<file path="src/rtl/as_dst_port_decoder.sv">
// as_dst_port_decoder
// Decodes the destination-port bitmap carried in the leading IOQ module header
// and presents it as sideband for the packet being forwarded. Well-formed
// packets pass through unchanged with one cycle of latency. Packets with an
// empty bitmap or without a leading IOQ header are discarded. The header
// word-length field is checked against the real payload length.
//
// Ports:
//   clk, reset_n              clock, asynchronous active-low reset
//   in_data/in_ctrl/in_wr     upstream word, control and write strobe
//   in_rdy                    combinational copy of out_rdy
//   out_data/out_ctrl/out_wr  registered downstream word, control and strobe
//   out_rdy                   downstream ready (nearly-full semantics)
//   out_dst_ports             destination bitmap of the forwarded packet
//   out_dst_valid             bitmap valid from header output through EOP output
//   pkt_cnt, drop_cnt,
//   hdr_err_cnt, len_err_cnt  wrapping 32-bit event counters
module as_dst_port_decoder #(
  parameter int unsigned DATA_WIDTH        = 64,
  parameter int unsigned CTRL_WIDTH        = DATA_WIDTH / 8,
  parameter int unsigned NUM_OUTPUT_QUEUES = 8,
  parameter logic [CTRL_WIDTH-1:0] IOQ_CTRL = CTRL_WIDTH'(8'hFF),
  parameter int unsigned DST_PORT_POS      = 48,
  parameter int unsigned WORD_LEN_POS      = 32
) (
  input  logic                         clk,
  input  logic                         reset_n,
  input  logic [DATA_WIDTH-1:0]        in_data,
  input  logic [CTRL_WIDTH-1:0]        in_ctrl,
  input  logic                         in_wr,
  output logic                         in_rdy,
  output logic [DATA_WIDTH-1:0]        out_data,
  output logic [CTRL_WIDTH-1:0]        out_ctrl,
  output logic                         out_wr,
  input  logic                         out_rdy,
  output logic [NUM_OUTPUT_QUEUES-1:0] out_dst_ports,
  output logic                         out_dst_valid,
  output logic [31:0]                  pkt_cnt,
  output logic [31:0]                  drop_cnt,
  output logic [31:0]                  hdr_err_cnt,
  output logic [31:0]                  len_err_cnt
);

  localparam int unsigned WC_W   = 16;
  localparam int unsigned CNT_W  = 32;

  typedef enum logic [1:0] {
    S_IDLE,
    S_HDRS,
    S_PAYLOAD,
    S_DROP
  } state_t;

  state_t state, state_nxt;

  logic [WC_W-1:0]              wlen;
  logic [WC_W-1:0]              wc;
  logic [WC_W-1:0]              wc_inc;
  logic                         drop_seen_zero;
  logic                         valid_clear;

  logic [NUM_OUTPUT_QUEUES-1:0] hdr_bm;
  logic [WC_W-1:0]              hdr_wlen;
  logic                         ctrl_zero;
  logic                         is_ioq;

  logic                         forward;
  logic                         load_hdr;
  logic                         start_payload;
  logic                         count_word;
  logic                         eop;
  logic                         enter_drop;
  logic                         inc_drop;
  logic                         inc_hdr_err;
  logic                         len_mismatch;

  // Pure flow-through backpressure
  assign in_rdy = out_rdy;

  // Header field extraction and word classification
  assign hdr_bm    = in_data[DST_PORT_POS +: NUM_OUTPUT_QUEUES];
  assign hdr_wlen  = in_data[WORD_LEN_POS +: WC_W];
  assign ctrl_zero = (in_ctrl == '0);
  assign is_ioq    = (in_ctrl == IOQ_CTRL);

  // Saturating payload word counter increment
  assign wc_inc = (wc == {WC_W{1'b1}}) ? wc : wc + WC_W'(1);

  // EOP word is counted, so compare the incremented count
  assign len_mismatch = eop && (wc_inc != wlen);

  // State register
  always_ff @(posedge clk or negedge reset_n) begin
    if (!reset_n) state <= S_IDLE;
    else          state <= state_nxt;
  end

  // Next-state and per-word decisions
  always_comb begin
    state_nxt     = state;
    forward       = 1'b0;
    load_hdr      = 1'b0;
    start_payload = 1'b0;
    count_word    = 1'b0;
    eop           = 1'b0;
    enter_drop    = 1'b0;
    inc_drop      = 1'b0;
    inc_hdr_err   = 1'b0;
    if (in_wr) begin
      case (state)
        S_IDLE: begin
          if (is_ioq) begin
            if (hdr_bm != '0) begin
              forward   = 1'b1;
              load_hdr  = 1'b1;
              state_nxt = S_HDRS;
            end else begin
              inc_drop   = 1'b1;
              enter_drop = 1'b1;
              state_nxt  = S_DROP;
            end
          end else begin
            inc_hdr_err = 1'b1;
            enter_drop  = 1'b1;
            state_nxt   = S_DROP;
          end
        end
        S_HDRS: begin
          forward = 1'b1;
          if (ctrl_zero) begin
            start_payload = 1'b1;
            state_nxt     = S_PAYLOAD;
          end
        end
        S_PAYLOAD: begin
          forward    = 1'b1;
          count_word = 1'b1;
          if (!ctrl_zero) begin
            eop       = 1'b1;
            state_nxt = S_IDLE;
          end
        end
        S_DROP: begin
          if (!ctrl_zero && drop_seen_zero) state_nxt = S_IDLE;
        end
        default: state_nxt = S_IDLE;
      endcase
    end
  end

  // Output word register; data/ctrl track every written word, strobe only forwarded ones
  always_ff @(posedge clk or negedge reset_n) begin
    if (!reset_n) begin
      out_wr   <= 1'b0;
      out_data <= '0;
      out_ctrl <= '0;
    end else begin
      out_wr <= in_wr & forward;
      if (in_wr) begin
        out_data <= in_data;
        out_ctrl <= in_ctrl;
      end
    end
  end

  // Destination sideband; valid drops one edge after the EOP output unless a new header reloads it
  always_ff @(posedge clk or negedge reset_n) begin
    if (!reset_n) begin
      out_dst_ports <= '0;
      out_dst_valid <= 1'b0;
      valid_clear   <= 1'b0;
      wlen          <= '0;
    end else begin
      valid_clear <= eop;
      if (load_hdr) begin
        out_dst_ports <= hdr_bm;
        out_dst_valid <= 1'b1;
        wlen          <= hdr_wlen;
      end else if (valid_clear) begin
        out_dst_valid <= 1'b0;
      end
    end
  end

  // Payload word count and drop-termination tracking
  always_ff @(posedge clk or negedge reset_n) begin
    if (!reset_n) begin
      wc             <= '0;
      drop_seen_zero <= 1'b0;
    end else begin
      if (start_payload)   wc <= WC_W'(1);
      else if (count_word) wc <= wc_inc;

      // The word that opens a drop may itself be a zero-ctrl leftover
      if (enter_drop)
        drop_seen_zero <= ctrl_zero;
      else if (in_wr && (state == S_DROP) && ctrl_zero)
        drop_seen_zero <= 1'b1;
    end
  end

  // Event counters
  always_ff @(posedge clk or negedge reset_n) begin
    if (!reset_n) begin
      pkt_cnt     <= '0;
      drop_cnt    <= '0;
      hdr_err_cnt <= '0;
      len_err_cnt <= '0;
    end else begin
      if (eop)          pkt_cnt     <= pkt_cnt + CNT_W'(1);
      if (inc_drop)     drop_cnt    <= drop_cnt + CNT_W'(1);
      if (inc_hdr_err)  hdr_err_cnt <= hdr_err_cnt + CNT_W'(1);
      if (len_mismatch) len_err_cnt <= len_err_cnt + CNT_W'(1);
    end
  end

endmodule

</file>
<file path="config.mk">
export PLATFORM = sky130hd
export DESIGN_NAME = as_dst_port_decoder
export DESIGN_NICKNAME = d
export VERILOG_FILES = /design/src/rtl/as_dst_port_decoder.sv
export SDC_FILE = /design/constraint.sdc
export NUM_CORES = 1
export LEC_CHECK = 0
export CAP_MARGIN = 20
export CORE_MARGIN = 2
export CORE_UTILIZATION = 45
export CTS_CLUSTER_SIZE = 8
export DETAILED_ROUTE_END_ITERATION = 16
export PLACE_DENSITY = 0.74
export REMOVE_ABC_BUFFERS = 1
export SETUP_SLACK_MARGIN = 0.02
export SYNTH_ARGS = -nofsm -noshare
export SYNTH_HDL_FRONTEND = slang
export SYNTH_SLANG_ARGS = --single-unit
</file>
<file path="constraint.sdc">
create_clock -name clk -period 3.35 [get_ports clk]
set_input_delay 0.67 -clock clk [delete_from_list [all_inputs] [get_ports clk]]
set_output_delay 0.67 -clock clk [all_outputs]
set_load 0.01 [all_outputs]
</file>
==> Word-level counts from Yosys, hierarchy flattened <==
Index checks and enable logic that the tools add are counted.
{ "op_classes": {"add_sub_neg": 5, "reduce_logical": 13, "bitwise_logic": 1, "mux": 37, "n_eq_ne": 9} }
{ "ops": {"columns": ["operator", "n"], "rows": [
  ["$add A32 B1 Y32 const B", 4],
  ["$mux W16", 3],
  ["$mux W1", 27],
  ["$add A16 B1 Y16 const B", 1],
  ["$eq A16 B16 Y1 const B", 1],
  ["$ne A16 B16 Y1", 1],
  ["$mux W2", 5],
  ["$eq A8 B8 Y1 const B", 1],
  ["$logic_not A8 Y1", 1],
  ["$pmux W2 S4", 1],
  ["$reduce_bool A8 Y1", 1],
  ["$ne A2 B2 Y1 const B", 3],
  ["$reduce_bool A2 Y1", 3],
  ["$eq A2 B2 Y1 const B", 2],
  ["$logic_and A1 B1 Y1", 4],
  ["$reduce_and A4 Y1", 1],
  ["$eq A2 B1 Y1 const B", 1],
  ["$logic_not A2 Y1", 1],
  ["$pmux W1 S2", 1],
  ["$reduce_or A2 Y1", 1],
  ["$and A1 B1 Y1", 1],
  ["$logic_not A1 Y1", 1]
]} }
{ "word_totals": {"ff_bits": 246, "input_bits": 76} }

==> Depth between registers and ports, before layout <==
{ "logic_depth": {"ltp_word": 6, "mapped_depth": 13, "mapped_depth_nobuf": 11} }

==> Worst setup path before layout <==
OpenSTA, ideal clock, no wires.
{ "synth_path": {"path_kind": "input -> register", "startpoint": "in in_wr", "endpoint": "reg hdr_err_cnt[26]", "arrival_time_ns": 2.859, "cell_stages": 12, "path_slack_ns": 0.412, "path_cell_list": "buf_2 -> nand2_1 -> o21ba_1 -> clkbuf_1 -> and4_1 -> clkbuf_1 -> nand2_1 -> or3_1 -> clkbuf_1 -> or3_1 -> nor2_1 -> xor2_1"} }
{ "synth_via": {"elab_chain_cells": 1} }
{ "synth_lines": {"columns": ["element", "line_no", "source"], "rows": [
  ["from (decl)", "30", "input logic in_wr,"],
  ["$mux W1", "109", "if (in_wr) begin"],
  ["to (signal assigned)", "212", "if (inc_hdr_err) hdr_err_cnt <= hdr_err_cnt + CNT_W'(1);"],
  ["to (decl)", "40", "output logic [31:0] hdr_err_cnt,"]
]} }
Every way passes these cells.
A chain may end at the register's enable or synchronous reset.

==> Final worst setup path <==
{ "layout_path": {"startpoint": "reg wc[9]", "endpoint": "reg len_err_cnt[1]"} }
{ "layout_via": {"elab_chain_cells": 4, "word_cells_on_any_way": 5, "classes_between": "add/sub (1); eq/ne (2); mux (1); reduce/logical (1)"} }
{ "layout_lines": {"columns": ["element", "line_no", "source"], "rows": [
  ["from (decl)", "57", "logic [WC_W-1:0] wc;"],
  ["from (signal assigned)", "192", "else if (count_word) wc <= wc_inc;"],
  ["$add A16 B1 Y16 or $eq A16 B16 Y1 (tied branches)", "87", "assign wc_inc = (wc == {WC_W{1'b1}}) ? wc : wc + WC_W'(1);"],
  ["$mux W16 *", "87", null],
  ["$ne A16 B16 Y1 *", "90", "assign len_mismatch = eop && (wc_inc != wlen);"],
  ["$logic_and A1 B1 Y1 *", "90", null],
  ["to (signal assigned)", "213", "if (len_mismatch) len_err_cnt <= len_err_cnt + CNT_W'(1);"],
  ["to (decl)", "41", "output logic [31:0] len_err_cnt"]
]} }
Every way passes the cells marked *; elsewhere a longest branch is shown, timed or not.

==> results.toml <==
[route]
vias = 8742
drcViolationCount = 0
drt_iter0_drc = 553
wl_per_cell_um = 18.2
antenna_left = 0
viasPerCell = 5.30
wl_mm = 30.1
detail_route.first_pass.iterations = 5

[power]
peakVddDrop_mv = 0.363
switching_share = 0.265
p_comb_frac = 0.187
p_per_area_nw_per_um2 = 518
leakage_nw = 6.96
p_switching_mw = 2.17
p_int_mw = 6.02
pwr-share-seq = 0.419
clkPwrFrac = 0.393

[floorplanning]
die_area_um2 = 26400
io_pins = 287
die_h_um = 162
core_um2 = 24500
die_width_um = 162
initial_core_util = 0.462
num_rows = 57

[setup_path]
cp-start-kind = "flop"
path_class = "flop to flop"
critPathArrivalTime_ps = 3590
r2r_cells = 10
rrSetupSlack_ps = 130
critPathCaptureType = "flop"
critPathRequiredTime_ps = 3730
timing.rr.end = "len_err_cnt[1]$_DFFE_PN0P_"
rr_startpoint = "wc[9]$_DFFE_PN0P_"
crit_fanout = 31

[global_route]
antenna_found_initial = 0
grt_use_total = 0.232
use_met2 = 0.383
grt_pass1_wl_mm = 49.0
grt_pass1_vias = 9021
grt_overflow = 0
grt_use_met3 = 0.0435
top_usage_layer = "met2"
grt_max_degree = 99
met1_usage = 0.313

[timing]
final.setup.tns_ps = 0
hold_ws_ps = 184
drv_slew = 0
fin_crit_ps = 3220
fin_crit_sh = 0.960
tightestPinTransition_ps = 810
setup_viol = 0
finClkSkew_ps = 16.1
relSlewSlack = 0.460
final-hold-violation-count = 0
worst_slack_ps = 133
grt_setup_unrepaired = "false"
max_freq_mhz = 311

[clocking]
path_clk_slew_ps = 50
cts_root_buf = "clkbuf_16"
h-tree-depth = 2
tritoncts = "done"
cts_hold_buffers = 0
cts_buffer_depth = 3
clock_latency_ps = 500
clock-sinks = 246
numCtsBuffers = 36

[place]
post-place-ws_ps = -334
gp_congestion = 0.927
dpl.hpwl_mm = 21.8
numPortBuffers = 284

[synthesis]
synth_seq_cells = 246
synth_edf_count = 0
syn_area_um2 = 11300
ys.flop_type = "dfrtp_1"
async_flop_share = 1.00
synth_cell_type_count = 60
ys_warn_count = 0
yosysSeqAreaShare = 0.545
syn-instance-count = 986
synth.avg_cell_area_um2 = 11.4

[hold_path]
hp-class = "input pin to asynchronous set/reset pin"

[outcome]
outcome = "finished clean"

[run]
cap_violations = 0

[final_layout]
layout-drive-gt1-share = 0.159
nets = 1409
fillCellCount = 1910
final_core_util = 0.646
areaGrowthSynthToFinish_pct = 40.0
multi_input_area_um2 = 4920
num_antenna_cells = 0
seq_area_um2 = 6160
[layout make-up]
cell class | count | area share
Clock buffer | 39 | 0.0610
Clock inverter | 1 | 0.00103
Inverter | 16 | 0.00380
Multi-Input combinational cell | 684 | 0.311
Sequential cell | 246 | 0.389
Tap cell | 324 | 0.0256
Timing Repair Buffer | 338 | 0.208
[cells in the final DEF (no fill, tap or decap), types with 11 or more instances in the layout]
| cell | n |
|---|---|
| nand3_1 | 56 |
| and3_1 | 22 |
| nor2_1 | 56 |
| buf_4 | 52 |
| nand4_1 | 30 |
| dfrtp_1 | 246 |
| xnor2_1 | 72 |
| clkdlybuf4s50_1 | 282 |
| nor4_1 | 16 |
| clkbuf_16 | 38 |
| a21oi_1 | 18 |
| and4_1 | 11 |
| xor2_1 | 72 |
| nand2_1 | 90 |
| inv_1 | 16 |
| nor3_1 | 28 |
| o21ai_0 | 16 |
| mux2_2 | 96 |
[what timing repair did]
item,4_1_cts,5_1_grt
resized for setup,0,8
buffers inserted,0,1
endpoints found under the setup margin,0,34
[cell usage after synthesis, types with 16 or more instances]
cell type	count	area, µm²
nand4_1	30	188
and3_1	22	138
xnor2_1	72	631
inv_1	16	60.1
nor4_1	18	113
mux2_2	96	1080
xor2_1	72	631
nand2_1	90	338
nand3_1	57	285
nor3_1	28	140
o21ai_0	16	80.1
clkbuf_1	25	93.8
a21oi_1	18	90.1
nor2_1	57	214
dfrtp_1	246	6160
[layer usage]
layer | vias to the layer above | wire (µm) | part of all wire
li1 | 4109 | - | -
met1 | 4313 | 12900 | 0.43
met2 | 261 | 14700 | 0.49
met3 | 59 | 1700 | 0.057
met4 | 0 | 790 | 0.026
met5 | - | 0 | 0
[critical path: stages, from the launching register on]
cell and delay, ps:
dfrtp_1 420, buf_4 160, and4_1 300, nand4_1 170, a22o_1 250, a2111o_1 370
or4_4 440, nor4_4 400, buf_12 240, nor2_2 60, mux2_1 310
[cell families after synthesis]
group	share of synthesized area
compound gates	0.0365
xor+xnor	0.112
fa+ha+maj	0.0122
buf+inv	0.0229
flops	0.545
mux	0.0994
simple gates	0.172
[registers in the layout, summed over array words and instances (netlist names), 2 cells and up]
| signal | count |
|---|---|
| drop_cnt | 32 |
| hdr_err_cnt | 32 |
| len_err_cnt | 32 |
| out_ctrl | 8 |
| out_data | 64 |
| out_dst_ports | 8 |
| pkt_cnt | 32 |
| state | 2 |
| wc | 16 |
| wlen | 16 |
[power groups by stage]
stage                     clock, mW  sequential (mW)  combinational [mW]
after floorplan                   0             3.54               0.591
after global placement            0             3.47                1.50
after detailed placement          0             3.47                1.53
after CTS                      3.32             3.43                1.53
after global routing           3.44             3.46                1.66
final                          3.22             3.43                1.53
[how the worst max path moves through the flow]
stage | endpoint | startpoint
after CTS | len_err_cnt[1]$_DFFE_PN0P_ | wc[4]$_DFFE_PN0P_
after detailed placement | drop_cnt[31]$_DFFE_PN0P_ | in_data[49]
final | len_err_cnt[1]$_DFFE_PN0P_ | wc[9]$_DFFE_PN0P_
after global placement | drop_cnt[31]$_DFFE_PN0P_ | in_data[48]
after global routing | len_err_cnt[1]$_DFFE_PN0P_ | wc[8]$_DFFE_PN0P_
after floorplan | len_err_cnt[1]$_DFFE_PN0P_ | wc[0]$_DFFE_PN0P_
[through the flow]
step | area (µm²) | std cells | power [mW]
6_report | 15800 | 1648 | 8.18
5_1_grt | 15800 | 1648 | 8.56
4_1_cts | 15800 | 1647 | 8.28
3_5_place_dp | 14800 | 1607 | 4.99
3_3_place_gp | 14800 | 1607 | 4.97
2_1_floorplan | 11100 | 946 | 4.13
(Power assumes the default switching activity.)
